$ cat config.mk
export PLATFORM = sky130hd
export DESIGN_NAME = regfile_dbg_master_flat
export DESIGN_NICKNAME = d
export VERILOG_FILES = /design/src/rtl/regfile_dbg_master_if.sv /design/src/rtl/regfile_dbg_master.sv /design/src/flat_wrapper.sv
export SDC_FILE = /design/constraint.sdc
export NUM_CORES = 1
export LEC_CHECK = 0
export CAP_MARGIN = 5
export CELL_PAD_IN_SITES_DETAIL_PLACEMENT = 1
export CELL_PAD_IN_SITES_GLOBAL_PLACEMENT = 1
export CORE_MARGIN = 5
export CORE_UTILIZATION = 31
export CTS_CLUSTER_DIAMETER = 150
export DETAILED_ROUTE_END_ITERATION = 16
export PLACE_DENSITY_LB_ADDON = 0.1
export SLEW_MARGIN = 5
export SYNTH_ARGS = -nofsm -noshare
export SYNTH_HDL_FRONTEND = slang
export SYNTH_SLANG_ARGS = --single-unit
$ cat constraint.sdc
create_clock -name clk -period 2.4 [get_ports clk]
set_input_delay 0.24 -clock clk [delete_from_list [all_inputs] [get_ports clk]]
set_output_delay 0.24 -clock clk [all_outputs]
set_load 0.02 [all_outputs]
$ cat src/rtl/regfile_dbg_master_if.sv
// Debug transport request/response channel for regfile_dbg_master.
// The slave modport is the register-file debug initiator; master is the transport.
interface regfile_dbg_master_if #(
    parameter int unsigned ADDR_W = 5,
    parameter int unsigned DATA_W = 32
);
    logic              req_valid_i;
    logic              req_ready_o;
    logic [1:0]        req_op_i;
    logic [ADDR_W-1:0] req_addr_i;
    logic [DATA_W-1:0] req_data_i;
    logic              resp_valid_o;
    logic              resp_ready_i;
    logic [DATA_W-1:0] resp_data_o;
    logic              resp_err_o;

    modport slave (
        input  req_valid_i, req_op_i, req_addr_i, req_data_i, resp_ready_i,
        output req_ready_o, resp_valid_o, resp_data_o, resp_err_o
    );

    modport master (
        output req_valid_i, req_op_i, req_addr_i, req_data_i, resp_ready_i,
        input  req_ready_o, resp_valid_o, resp_data_o, resp_err_o
    );
endinterface

$ cat src/rtl/regfile_dbg_master.sv
// Debug initiator for the register file JTAG port: one command, one response, bounded write retry.
// Optional build macro DBG_READBACK_EN adds a VERIFY readback after each successful write.
module regfile_dbg_master #(
    parameter int unsigned ADDR_W    = 5,
    parameter int unsigned DATA_W    = 32,
    parameter int unsigned MAX_RETRY = 4
) (
    input  logic                 clk,
    input  logic                 rst_n,
    regfile_dbg_master_if.slave  bus,
    input  logic                 core_w_en_i,
    input  logic [ADDR_W-1:0]    core_w_addr_i,
    output logic [ADDR_W-1:0]    jtag_addr_o,
    output logic                 w_jtag_en_o,
    output logic [DATA_W-1:0]    w_jtag_data_o,
    input  logic [DATA_W-1:0]    r_jtag_data_i
);

    localparam int unsigned RetryW = $clog2(MAX_RETRY + 1);
    localparam logic [RetryW-1:0] MaxRetryC = RetryW'(MAX_RETRY);

    typedef enum logic [2:0] {
        StIdle,
        StRead,
        StWrite,
`ifdef DBG_READBACK_EN
        StVerify,
`endif
        StResp
    } state_e;

    state_e            r_state;
    state_e            w_next_state;
    logic [ADDR_W-1:0] r_jtag_addr;
    logic [DATA_W-1:0] r_wdata;
    logic [RetryW-1:0] r_retry;
    logic [DATA_W-1:0] r_resp_data;
    logic              r_resp_err;
    logic              w_req_fire;
    logic              w_collision;
    logic              w_retry_max;

    // The core owns the register file port on a same-address write, so our write is lost.
    assign w_collision = core_w_en_i && (core_w_addr_i == r_jtag_addr) && (r_jtag_addr != '0);
    assign w_retry_max = (r_retry == MaxRetryC);
    assign w_req_fire  = (r_state == StIdle) && bus.req_valid_i;

    assign jtag_addr_o     = r_jtag_addr;
    assign w_jtag_data_o   = r_wdata;
    assign bus.resp_data_o = r_resp_data;
    assign bus.resp_err_o  = r_resp_err;

    always_ff @(posedge clk or negedge rst_n) begin
        if (!rst_n) begin
            r_state <= StIdle;
        end else begin
            r_state <= w_next_state;
        end
    end

    always_comb begin
        w_next_state = r_state;
        case (r_state)
            StIdle: begin
                if (w_req_fire) begin
                    case (bus.req_op_i)
                        2'b01:   w_next_state = StRead;
                        2'b10:   w_next_state = StWrite;
                        default: w_next_state = StResp;
                    endcase
                end
            end
            StRead: w_next_state = StResp;
            StWrite: begin
                if (w_collision) begin
                    if (w_retry_max) begin
                        w_next_state = StResp;
                    end
                end else begin
`ifdef DBG_READBACK_EN
                    w_next_state = StVerify;
`else
                    w_next_state = StResp;
`endif
                end
            end
`ifdef DBG_READBACK_EN
            StVerify: w_next_state = StResp;
`endif
            StResp: begin
                if (bus.resp_ready_i) begin
                    w_next_state = StIdle;
                end
            end
            default: w_next_state = StIdle;
        endcase
    end

    always_comb begin
        bus.req_ready_o  = (r_state == StIdle);
        bus.resp_valid_o = (r_state == StResp);
        w_jtag_en_o      = (r_state == StWrite);
    end

    // Address and write data only change when a new access starts, so they hold otherwise.
    always_ff @(posedge clk or negedge rst_n) begin
        if (!rst_n) begin
            r_jtag_addr <= '0;
            r_wdata     <= '0;
            r_retry     <= '0;
            r_resp_data <= '0;
            r_resp_err  <= 1'b0;
        end else begin
            case (r_state)
                StIdle: begin
                    if (w_req_fire) begin
                        case (bus.req_op_i)
                            2'b01: r_jtag_addr <= bus.req_addr_i;
                            2'b10: begin
                                r_jtag_addr <= bus.req_addr_i;
                                r_wdata     <= bus.req_data_i;
                                r_retry     <= '0;
                            end
                            default: begin
                                r_resp_data <= '0;
                                r_resp_err  <= 1'b1;
                            end
                        endcase
                    end
                end
                StRead: begin
                    r_resp_data <= r_jtag_data_i;
                    r_resp_err  <= 1'b0;
                end
                StWrite: begin
                    if (w_collision) begin
                        if (w_retry_max) begin
                            r_resp_data <= '0;
                            r_resp_err  <= 1'b1;
                        end else begin
                            r_retry <= r_retry + 1'b1;
                        end
                    end else begin
`ifndef DBG_READBACK_EN
                        r_resp_data <= '0;
                        r_resp_err  <= 1'b0;
`endif
                    end
                end
`ifdef DBG_READBACK_EN
                StVerify: begin
                    r_resp_data <= r_jtag_data_i;
                    r_resp_err  <= (r_jtag_data_i != r_wdata);
                end
`endif
                default: ;
            endcase
        end
    end

endmodule

$ cat src/flat_wrapper.sv
// flat-port wrapper written by rule: the top's interface ports become plain ports
module regfile_dbg_master_flat 
#(
    parameter int unsigned ADDR_W    = 5,
    parameter int unsigned DATA_W    = 32,
    parameter int unsigned MAX_RETRY = 4
)
  (clk, rst_n, core_w_en_i, core_w_addr_i, jtag_addr_o, w_jtag_en_o, w_jtag_data_o, r_jtag_data_i, bus_req_valid_i, bus_req_op_i, bus_req_addr_i, bus_req_data_i, bus_resp_ready_i, bus_req_ready_o, bus_resp_valid_o, bus_resp_data_o, bus_resp_err_o);
  regfile_dbg_master_if #(.ADDR_W(ADDR_W), .DATA_W(DATA_W)) bus_i ();
  input  logic clk;
  input  logic rst_n;
  input  logic core_w_en_i;
  input  logic [ADDR_W-1:0] core_w_addr_i;
  output logic [ADDR_W-1:0] jtag_addr_o;
  output logic w_jtag_en_o;
  output logic [DATA_W-1:0] w_jtag_data_o;
  input  logic [DATA_W-1:0] r_jtag_data_i;
  input wire logic [$bits(bus_i.req_valid_i)-1:0] bus_req_valid_i;
  input wire logic [$bits(bus_i.req_op_i)-1:0] bus_req_op_i;
  input wire logic [$bits(bus_i.req_addr_i)-1:0] bus_req_addr_i;
  input wire logic [$bits(bus_i.req_data_i)-1:0] bus_req_data_i;
  input wire logic [$bits(bus_i.resp_ready_i)-1:0] bus_resp_ready_i;
  output wire logic [$bits(bus_i.req_ready_o)-1:0] bus_req_ready_o;
  output wire logic [$bits(bus_i.resp_valid_o)-1:0] bus_resp_valid_o;
  output wire logic [$bits(bus_i.resp_data_o)-1:0] bus_resp_data_o;
  output wire logic [$bits(bus_i.resp_err_o)-1:0] bus_resp_err_o;
  assign bus_i.req_valid_i = bus_req_valid_i;
  assign bus_i.req_op_i = bus_req_op_i;
  assign bus_i.req_addr_i = bus_req_addr_i;
  assign bus_i.req_data_i = bus_req_data_i;
  assign bus_i.resp_ready_i = bus_resp_ready_i;
  assign bus_req_ready_o = bus_i.req_ready_o;
  assign bus_resp_valid_o = bus_i.resp_valid_o;
  assign bus_resp_data_o = bus_i.resp_data_o;
  assign bus_resp_err_o = bus_i.resp_err_o;
  regfile_dbg_master #(.ADDR_W(ADDR_W), .DATA_W(DATA_W), .MAX_RETRY(MAX_RETRY)) u_core (.clk(clk), .rst_n(rst_n), .bus(bus_i), .core_w_en_i(core_w_en_i), .core_w_addr_i(core_w_addr_i), .jtag_addr_o(jtag_addr_o), .w_jtag_en_o(w_jtag_en_o), .w_jtag_data_o(w_jtag_data_o), .r_jtag_data_i(r_jtag_data_i));
endmodule
==> results of run 1 <==
## metrics by stage
| step | cells | worst slack, ns | utilization (%) |
|---|---|---|---|
| final | 584 | 0.274 | 49.1 |
| after global routing | 584 | 0.201 | 49.1 |
| after CTS | 584 | 0.242 | 49.1 |
| after detailed placement | 568 | 0.297 | 47.2 |
| after global placement | 568 | 0.363 | 47.2 |
| after floorplan | 280 | 0.555 | - |
## power by group
group	total (W)	switching [W]	internal, W
Combinational	0.00358	0.00178	0.00181
Clock	0.000984	0.000453	0.000531
Sequential	0.00214	0.000319	0.00183
## routing by layer
layer	up-vias	track usage [%]	routed length [um]
met2	107	21.9	3960
met3	12	7.72	1120
li1	1224	-	-
met5	-	0	0
met4	0	6.41	157
met1	1225	16.8	3680
## worst max-delay path by stage
stage / slack (ns) / start / end
floorplan: 0.55 / u_core.r_state[0] / u_core.w_jtag_data_o[0]
global placement: 0.36 / core_w_addr_i[0] / u_core.bus.resp_data_o[1]
detailed placement: 0.30 / core_w_addr_i[0] / u_core.bus.resp_data_o[9]
CTS: 0.24 / u_core.r_state[0] / bus_req_ready_o
global route: 0.20 / u_core.r_state[1] / bus_req_ready_o
finish: 0.27 / u_core.r_state[0] / bus_req_ready_o
## cell usage in the layout, fill, tap and decap left out
cell and count:
clkdlybuf4s50_1 152, dfrtp_1 75, inv_1 44, mux2_2 37, nand2_1 37, mux2i_1 33, clkbuf_8 11, ha_1 9
o21ai_0 8, a21oi_1 4, xor2_1 3, buf_4 3, buf_12 3, nand3b_1 2, nor2_1 2, o2bb2ai_1 2
clkbuf_1 2, nand3_1 1, nor4_1 1, or2_0 1, o21ai_1 1, xnor2_1 1, and2_1 1, nor3_4 1
nand3_2 1, o21ai_4 1, nor2b_1 1, or3_1 1, a41oi_1 1, mux2_4 1, o2bb2a_1 1, clkinv_2 1
bufinv_16 1, dlygate4sd3_1 1
## cell usage after synthesis (all sizes together)
master	instances
inv	44
a21oi	4
nor2	2
or2	1
mux2	38
nand2	37
o21ai	10
and2	1
or3	1
a41oi	1
xor2	3
o2bb2ai	2
xnor2	1
dfrtp	75
nand3b	2
nand3	2
nor2b	1
ha	9
o2bb2a	1
clkbuf	7
buf	3
nor4	1
nor3	1
mux2i	33
## cells by family (layout without fill, tap and decap cells)
group / after synthesis / count (layout) / synth area share (%)
AOI/OAI and AO/OA: 18 / 18 / 3.48
xor gates and xnor gates: 4 / 4 / 1.04
adders and majority gates: 9 / 9 / 3.33
buffers and inverters: 54 / 218 / 7.44
DFF: 75 / 75 / 55.5
muxes: 71 / 71 / 22.5
and+or+nand+nor: 49 / 49 / 6.63
## layout make-up
cell class              count  area, sq um  area share [%]
inverters                  44          165            3.13
flip-flops and latches     75         1880            35.6
clock inverters             2         35.0           0.664
repair buffers            159         1610            30.6
well taps                 140          175            3.32
multi-input cells         151         1250            23.7
clock buffers              13          159            3.01
## critical path, cell delays in order, from the launching register on
cell and delay (ns):
dfrtp_1 0.43, inv_1 0.10, ha_1 0.31, clkdlybuf4s50_1 0.68
## sequential cells by signal, summed over array words and instances, names as in the netlist
signal / cells
u_core.jtag_addr_o: 5
u_core.bus.resp_data_o: 32
u_core.bus.resp_err_o: 1
u_core.w_jtag_data_o: 32
u_core.r_state: 2
u_core.r_retry: 3
==> qor.yml, run 1 <==
status:
  status: "finished clean"
route:
  via_per_inst: 4.40
  wl_per_cell_um: 15.3
  ant_nets: 0
  drc: 0
  routed_wl_mm: 8.91
  vias: 2568
  drtPass1Iterations: 4
  first_iter_violations: 62
yosys:
  synthDistinctLibCells: 28
  ys_seq_elements: 75
  ys_warn_count: 0
  synth_area_leaders: "dfrtp_1 56%, mux2_2 12%, mux2i_1 9.8%"
  synth.avg_cell_area_sq_um: 12.1
  yosysSeqAreaShare_pct: 55.5
  syn-cell-area_sq_mm: 0.00338
  syn_inst: 280
  synth_top_area_share_pct: 55.5
  synth_top_area_cell: "dfrtp_1"
  syn-num-nets: 370
critical_path:
  path_class: "reg2out"
  reg2reg_depth: 7
  r2r_end: "u_core.r_retry[1]"
  worstPathMaxFanout: 8
  endpoint_kind: "primary output"
  required_ns: 2.16
  r2r_slack_ns: 0.49
  cp-start-kind: "flip-flop"
  cp.arrival_ns: 1.89
  rr_startpoint: "u_core.r_state[0]"
sta:
  fin_crit_ns: 2.13
  clock-skew-final_ns: 0.00634
  tns_ns: 0
  maxSlewViolCount: 0
  tightest_slew_ns: 0.658
  setup-violations-final: 0
  report.final.hold_viol_count: 0
  period_share_pct: 88.6
  slew_headroom_pct: 56.1
  holdWs_ns: 0.428
  rsz0062_at_grt: "no"
  max_freq_ghz: 0.470
clocking:
  cts-buffers-inserted: 9
  cts_sinks: 75
  clkLatencyLatePin_ns: 0.35
  cts-resized-gates: 0
  cts.htree.levels: 3
  hold_buffers: 1
  post_cts_buffers: 0
  cts_tree: "done"
  cts_buffer_depth: 2
  clkTransAtPathRegs_ns: 0.07
  root_buffer: "clkbuf_8"
power:
  p_leak_nw: 2.30
  cellPowerDensity_mw_per_mm2: 1270
  p_total_w: 0.00671
  irDropWorstVdd_uv: 556
hold_path:
  hold_path_depth: 3
  min_from: "r_jtag_data_i[28]"
  hold_class: "in2reg"
  holdPathEnd: "u_core.bus.resp_data_o[28]"
floorplanning:
  design.portCount: 154
  die_h_um: 114
  coreArea_sq_mm: 0.0107
  die_width_um: 114
  rows: 38
  start_util_pct: 31.5
  die_area_sq_mm: 0.0131
grt:
  grt_overflow: 0
  grt_first_pass_wirelength_mm: 14.7
  grt_usage_pct: 14.4
  grt_pass1_vias: 2958
  antenna_found_initial: 0
  grt_max_degree: 50
place:
  place_area_sq_mm: 0.00507
  dpl.hpwl_mm: 6.68
  io_buffers: 153
  gp_congestion: 0.666
finish:
  design_area_sq_mm: 0.00528
  syn_to_final_growth_pct: 56.1
  fill_cells: 1188
  antenna_cells: 0
  drive_gt1_share_pct: 13.5
  nets: 530
job:
  max_cap_violations: 0
(Power assumes the default switching activity.)
==> run 2: changes to the inputs <==
Settings changed: CORE_MARGIN 5 to default, CORE_UTILIZATION 31 to 30, PLACE_DENSITY_LB_ADDON 0.1 to 0.05.
==> qor.yml, run 2 (synthesized netlist as in run 1, its figures left out) <==
status:
  status: "finished clean"
clocking:
  cts-resized-gates: 0
  clkTransAtPathRegs_ns: 0.08
  cts.htree.levels: 3
  cts_tree: "done"
  clkLatencyLatePin_ns: 0.34
  cts-buffers-inserted: 9
  root_buffer: "clkbuf_8"
  cts_sinks: 75
  cts_buffer_depth: 2
power:
  p_leak_nw: 2.30
  combinationalPowerShare_pct: 53.2
  p_int_w: 0.00413
  seqPwrFrac_pct: 32.1
  cellPowerDensity_mw_per_mm2: 1260
  power_switching_w: 0.00254
  swShare_pct: 38.1
  irDropWorstVdd_uv: 543
  clockPowerShare_pct: 14.7
sta:
  tightest_slew_ns: 0.563
  report.final.hold_viol_count: 0
  maxSlewViolCount: 0
  max_freq_ghz: 0.476
  tns_ns: 0
  period_share_pct: 87.5
  clock-skew-final_ns: 0.0125
  slew_headroom_pct: 62.5
  rsz0062_at_grt: "no"
  setup-violations-final: 0
  fin_crit_ns: 2.10
route:
  drtPass1Iterations: 4
  first_iter_violations: 45
  via_per_inst: 4.38
  ant_nets: 0
  wl_per_cell_um: 14.2
  drc: 0
  vias: 2562
  routed_wl_mm: 8.29
grt:
  grt_pass1_vias: 2730
  grt_max_degree: 40
  grt_usage_pct: 14.8
  grt_first_pass_wirelength_mm: 13.4
  grt_overflow: 0
  antenna_found_initial: 0
critical_path:
  path_class: "reg2out"
  worst-path-buf-inv: 2
  endpoint_kind: "primary output"
  cpMaxStageDelayCell: "clkdlybuf4s50_1"
  crit_chain: "inv_1, ha_1, clkdlybuf4s50_1"
  required_ns: 2.16
  cp.arrival_ns: 1.86
  crit_family: "buffers and inverters"
  worstPathMaxFanout: 8
  cp-start-kind: "flip-flop"
  max_stage_delay_ns: 0.68
place:
  dpl.hpwl_mm: 6.09
  gp_congestion: 0.682
  dp.cells: 568
  io_buffers: 153
finish:
  antenna_cells: 0
  syn_to_final_growth_pct: 56.3
  final_common_cell: "clkdlybuf4s50_1"
  finalNonFillerCells: 585
  nets: 530
  drive_gt1_share_pct: 14.2
  mostFrequentLayoutCells: "152 x clkdlybuf4s50_1, 75 x dfrtp_1, 44 x inv_1"
job:
  max_cap_violations: 0
floorplanning:
  start_util_pct: 31.0
  rows: 38
  design.portCount: 154
  die_width_um: 108
  die_area_sq_mm: 0.0117
  die_h_um: 108
  coreArea_sq_mm: 0.0109
hold_path:
  hold_class: "in2async"
-- run 2: worst paths after layout --
kind                                               to                startpoint  slack [ns]  cells past startpoint
max reg2reg                         u_core.r_retry[1]         u_core.r_state[1]        0.42                      7
min reg2reg                  u_core.w_jtag_data_o[22]  u_core.w_jtag_data_o[22]        0.51                      1
max                                   bus_req_ready_o         u_core.r_state[1]        0.30                      3
max in group asynchronous    u_core.w_jtag_data_o[18]                     rst_n        1.35                      3
min                        u_core.bus.resp_data_o[20]                     rst_n        0.43                      2
min in group clk            u_core.bus.resp_data_o[1]          r_jtag_data_i[1]        0.45                      3
-- run 2: worst reg2reg max path: stages (launching register included) --
cell	delay (ns)
dfrtp_1	0.44
inv_1	0.10
ha_1	0.31
nand3_1	0.23
o21ai_0	0.20
inv_1	0.13
or3_1	0.34
o21ai_0	0.16
-- run 2: timing repair --
action                     CTS  global route
setup endpoints to repair    0             0
hold buffers                 1             0
hold endpoints to repair    37             0
buffers inserted             0             0
-- run 2: per-stage QoR --
step                      total power (W)  util [%]  worst slack [ns]  instance area (sq um)  hold WS, ns
after floorplan                   0.00423         -             0.555                   3380      -0.0556
after global placement            0.00570      46.6             0.364                   5070        0.277
after detailed placement          0.00577      46.6             0.281                   5070        0.277
after CTS                         0.00680      48.5             0.256                   5280        0.427
after global routing              0.00713      48.5             0.200                   5280        0.445
final                             0.00667      48.5             0.301                   5280        0.426
-- run 2: routing by layer --
metal | part of all wire (%) | global-route usage (%) | vias up | wire (um)
li1 | - | - | 1225 | -
met1 | 41 | 17.9 | 1237 | 3430
met2 | 48 | 23.9 | 94 | 3940
met3 | 10 | 5.85 | 6 | 833
met4 | 1.0 | 5.28 | 0 | 87
met5 | 0 | 0 | - | 0
-- run 2: power groups by stage --
stage               combinational, W  sequential, W  clock, W
floorplan                    0.00142        0.00281         0
detailed placement           0.00359        0.00218         0
CTS                          0.00361        0.00215   0.00103
global route                 0.00382        0.00222   0.00109
finish                       0.00355        0.00214  0.000981
global placement             0.00355        0.00215         0
-- run 2: layout make-up --
type | count | area, sq um
Fill cell | 1197 | 5600
Sequential cell | 75 | 1880
Timing Repair Buffer | 159 | 1610
Multi-Input combinational cell | 151 | 1250
Tap cell | 140 | 175
Inverter | 44 | 165
Clock buffer | 10 | 138
Clock inverter | 6 | 63.8
==> run 3: changes to the inputs <==
--- a/config.mk
+++ b/config.mk
@@ -10,2 +10,3 @@
 export CELL_PAD_IN_SITES_GLOBAL_PLACEMENT = 1
+export CORE_ASPECT_RATIO = 1.75
 export CORE_UTILIZATION = 30
==> constraint.sdc (replaced) <==
create_clock -name clk -period 2.4 [get_ports clk]
set_input_delay 0.48 -clock clk [delete_from_list [all_inputs] [get_ports clk]]
set_output_delay 0.48 -clock clk [all_outputs]
set_load 0.02 [all_outputs]
==> qor.yml, run 3 (synthesized netlist as in run 1, its figures left out) <==
status:
  status: "finished clean"
route:
  vias: 2632
  ant_nets: 0
  drtPass1Iterations: 3
  first_iter_violations: 26
  wl_per_cell_um: 15.5
  via_per_inst: 4.59
  routed_wl_mm: 8.87
  drc: 0
power:
  cellPowerDensity_mw_per_mm2: 1340
  p_total_w: 0.00727
  p_leak_nw: 2.37
  irDropWorstVdd_uv: 686
finish:
  fill_cells: 1162
  drive_gt1_share_pct: 14.0
  final_common_cell: "clkdlybuf4s50_1"
  nets: 529
  mostFrequentLayoutCells: "151 x clkdlybuf4s50_1, 75 x dfrtp_1, 44 x inv_1"
  syn_to_final_growth_pct: 59.9
  multi_input_area_sq_mm: 0.00125
  regArea_sq_mm: 0.00188
  antenna_cells: 0
  fin_util_pct: 49.9
grt:
  grt_max_degree: 60
  antenna_found_initial: 0
  met3_usage_pct: 4.49
  gr-usage-met1_pct: 16.4
  top_usage_layer: "met2"
  grt_usage_pct: 16.3
  grt_first_pass_wirelength_mm: 14.2
  grt_pass1_vias: 2891
  grt_util_met2_pct: 29.3
  grt_overflow: 0
clocking:
  cts_tree: "done"
  hold_buffers: 0
  clkLatencyLatePin_ns: 0.33
  cts-resized-gates: 0
  cts_buffer_depth: 2
  root_buffer: "clkbuf_16"
  post_cts_buffers: 0
  cts.htree.levels: 3
  clkTransAtPathRegs_ns: 0.06
  cts-buffers-inserted: 9
  cts_sinks: 75
critical_path:
  cp-start-kind: "flip-flop"
  r2r_slack_ns: 0.38
  path_class: "reg2out"
  endpoint_kind: "primary output"
  reg2reg_depth: 7
  required_ns: 1.92
  cp.arrival_ns: 1.81
  worstPathMaxFanout: 5
floorplanning:
  die_h_um: 142
  rows: 50
  die_width_um: 82.2
  coreArea_sq_mm: 0.0108
  die_area_sq_mm: 0.0117
  design.portCount: 154
  start_util_pct: 31.2
sta:
  clock-skew-final_ns: 0.00869
  fin_crit_ns: 2.29
  slew_headroom_pct: 72.4
  maxSlewViolCount: 0
  setup-violations-final: 0
  max_freq_ghz: 0.437
  tightest_slew_ns: 0.410
  period_share_pct: 95.3
  tns_ns: 0
  report.final.hold_viol_count: 0
  rsz0062_at_grt: "no"
job:
  max_cap_violations: 0
hold_path:
  hold_class: "in2async"
place:
  dpl.hpwl_mm: 6.52
  gp_congestion: 0.744
  io_buffers: 153
-- run 3: final timing paths --
path / end / from
hold reg to reg: u_core.w_jtag_data_o[29] / u_core.w_jtag_data_o[29]
max in group asynchronous: u_core.w_jtag_data_o[5] / rst_n
setup / recovery: w_jtag_en_o / u_core.r_state[0]
hold / removal: u_core.bus.resp_data_o[22] / rst_n
min in group clk: u_core.w_jtag_data_o[29] / u_core.w_jtag_data_o[29]
setup reg to reg: u_core.r_retry[0] / u_core.r_state[0]
-- run 3: critical path, cell delays in order, from the launching register on --
cell and delay [ns]:
dfrtp_1 0.44, inv_1 0.11, ha_1 0.27, clkdlybuf4s50_1 0.65
-- run 3: final cells by class --
| type | instances | share of cell area (%) |
|---|---|---|
| clock buffer | 10 | 4.24 |
| multi-input combinational | 151 | 23.1 |
| clock inverter | 6 | 2.11 |
| tap | 130 | 3.01 |
| timing repair buffer | 158 | 29.7 |
| inverter | 44 | 3.06 |
| sequential | 75 | 34.7 |
-- run 3: report_power, final --
part / internal [W] / switching, W
clock: 0.00102 / 0.000522
combinational: 0.00179 / 0.00178
sequential: 0.00183 / 0.000332
total: 0.00464 / 0.00263
-- run 3: metal layers --
layer | share of wire [%] | up-vias
met2 | 55 | 96
met3 | 7.0 | 16
li1 | - | 1222
met5 | 0 | -
met1 | 36 | 1298
met4 | 2.5 | 0
-- run 3: stage by stage --
stage / worst slack, ns / area, sq um / hold slack (ns) / cells
2_1_floorplan: 0.555 / 3380 / 0.184 / 280
3_3_place_gp: 0.183 / 5060 / 0.374 / 558
3_5_place_dp: 0.115 / 5060 / 0.370 / 558
4_1_cts: 0.00778 / 5400 / 0.0128 / 574
5_1_grt: 0.00891 / 5410 / 0.0284 / 574
6_report: 0.114 / 5410 / 0.0167 / 574
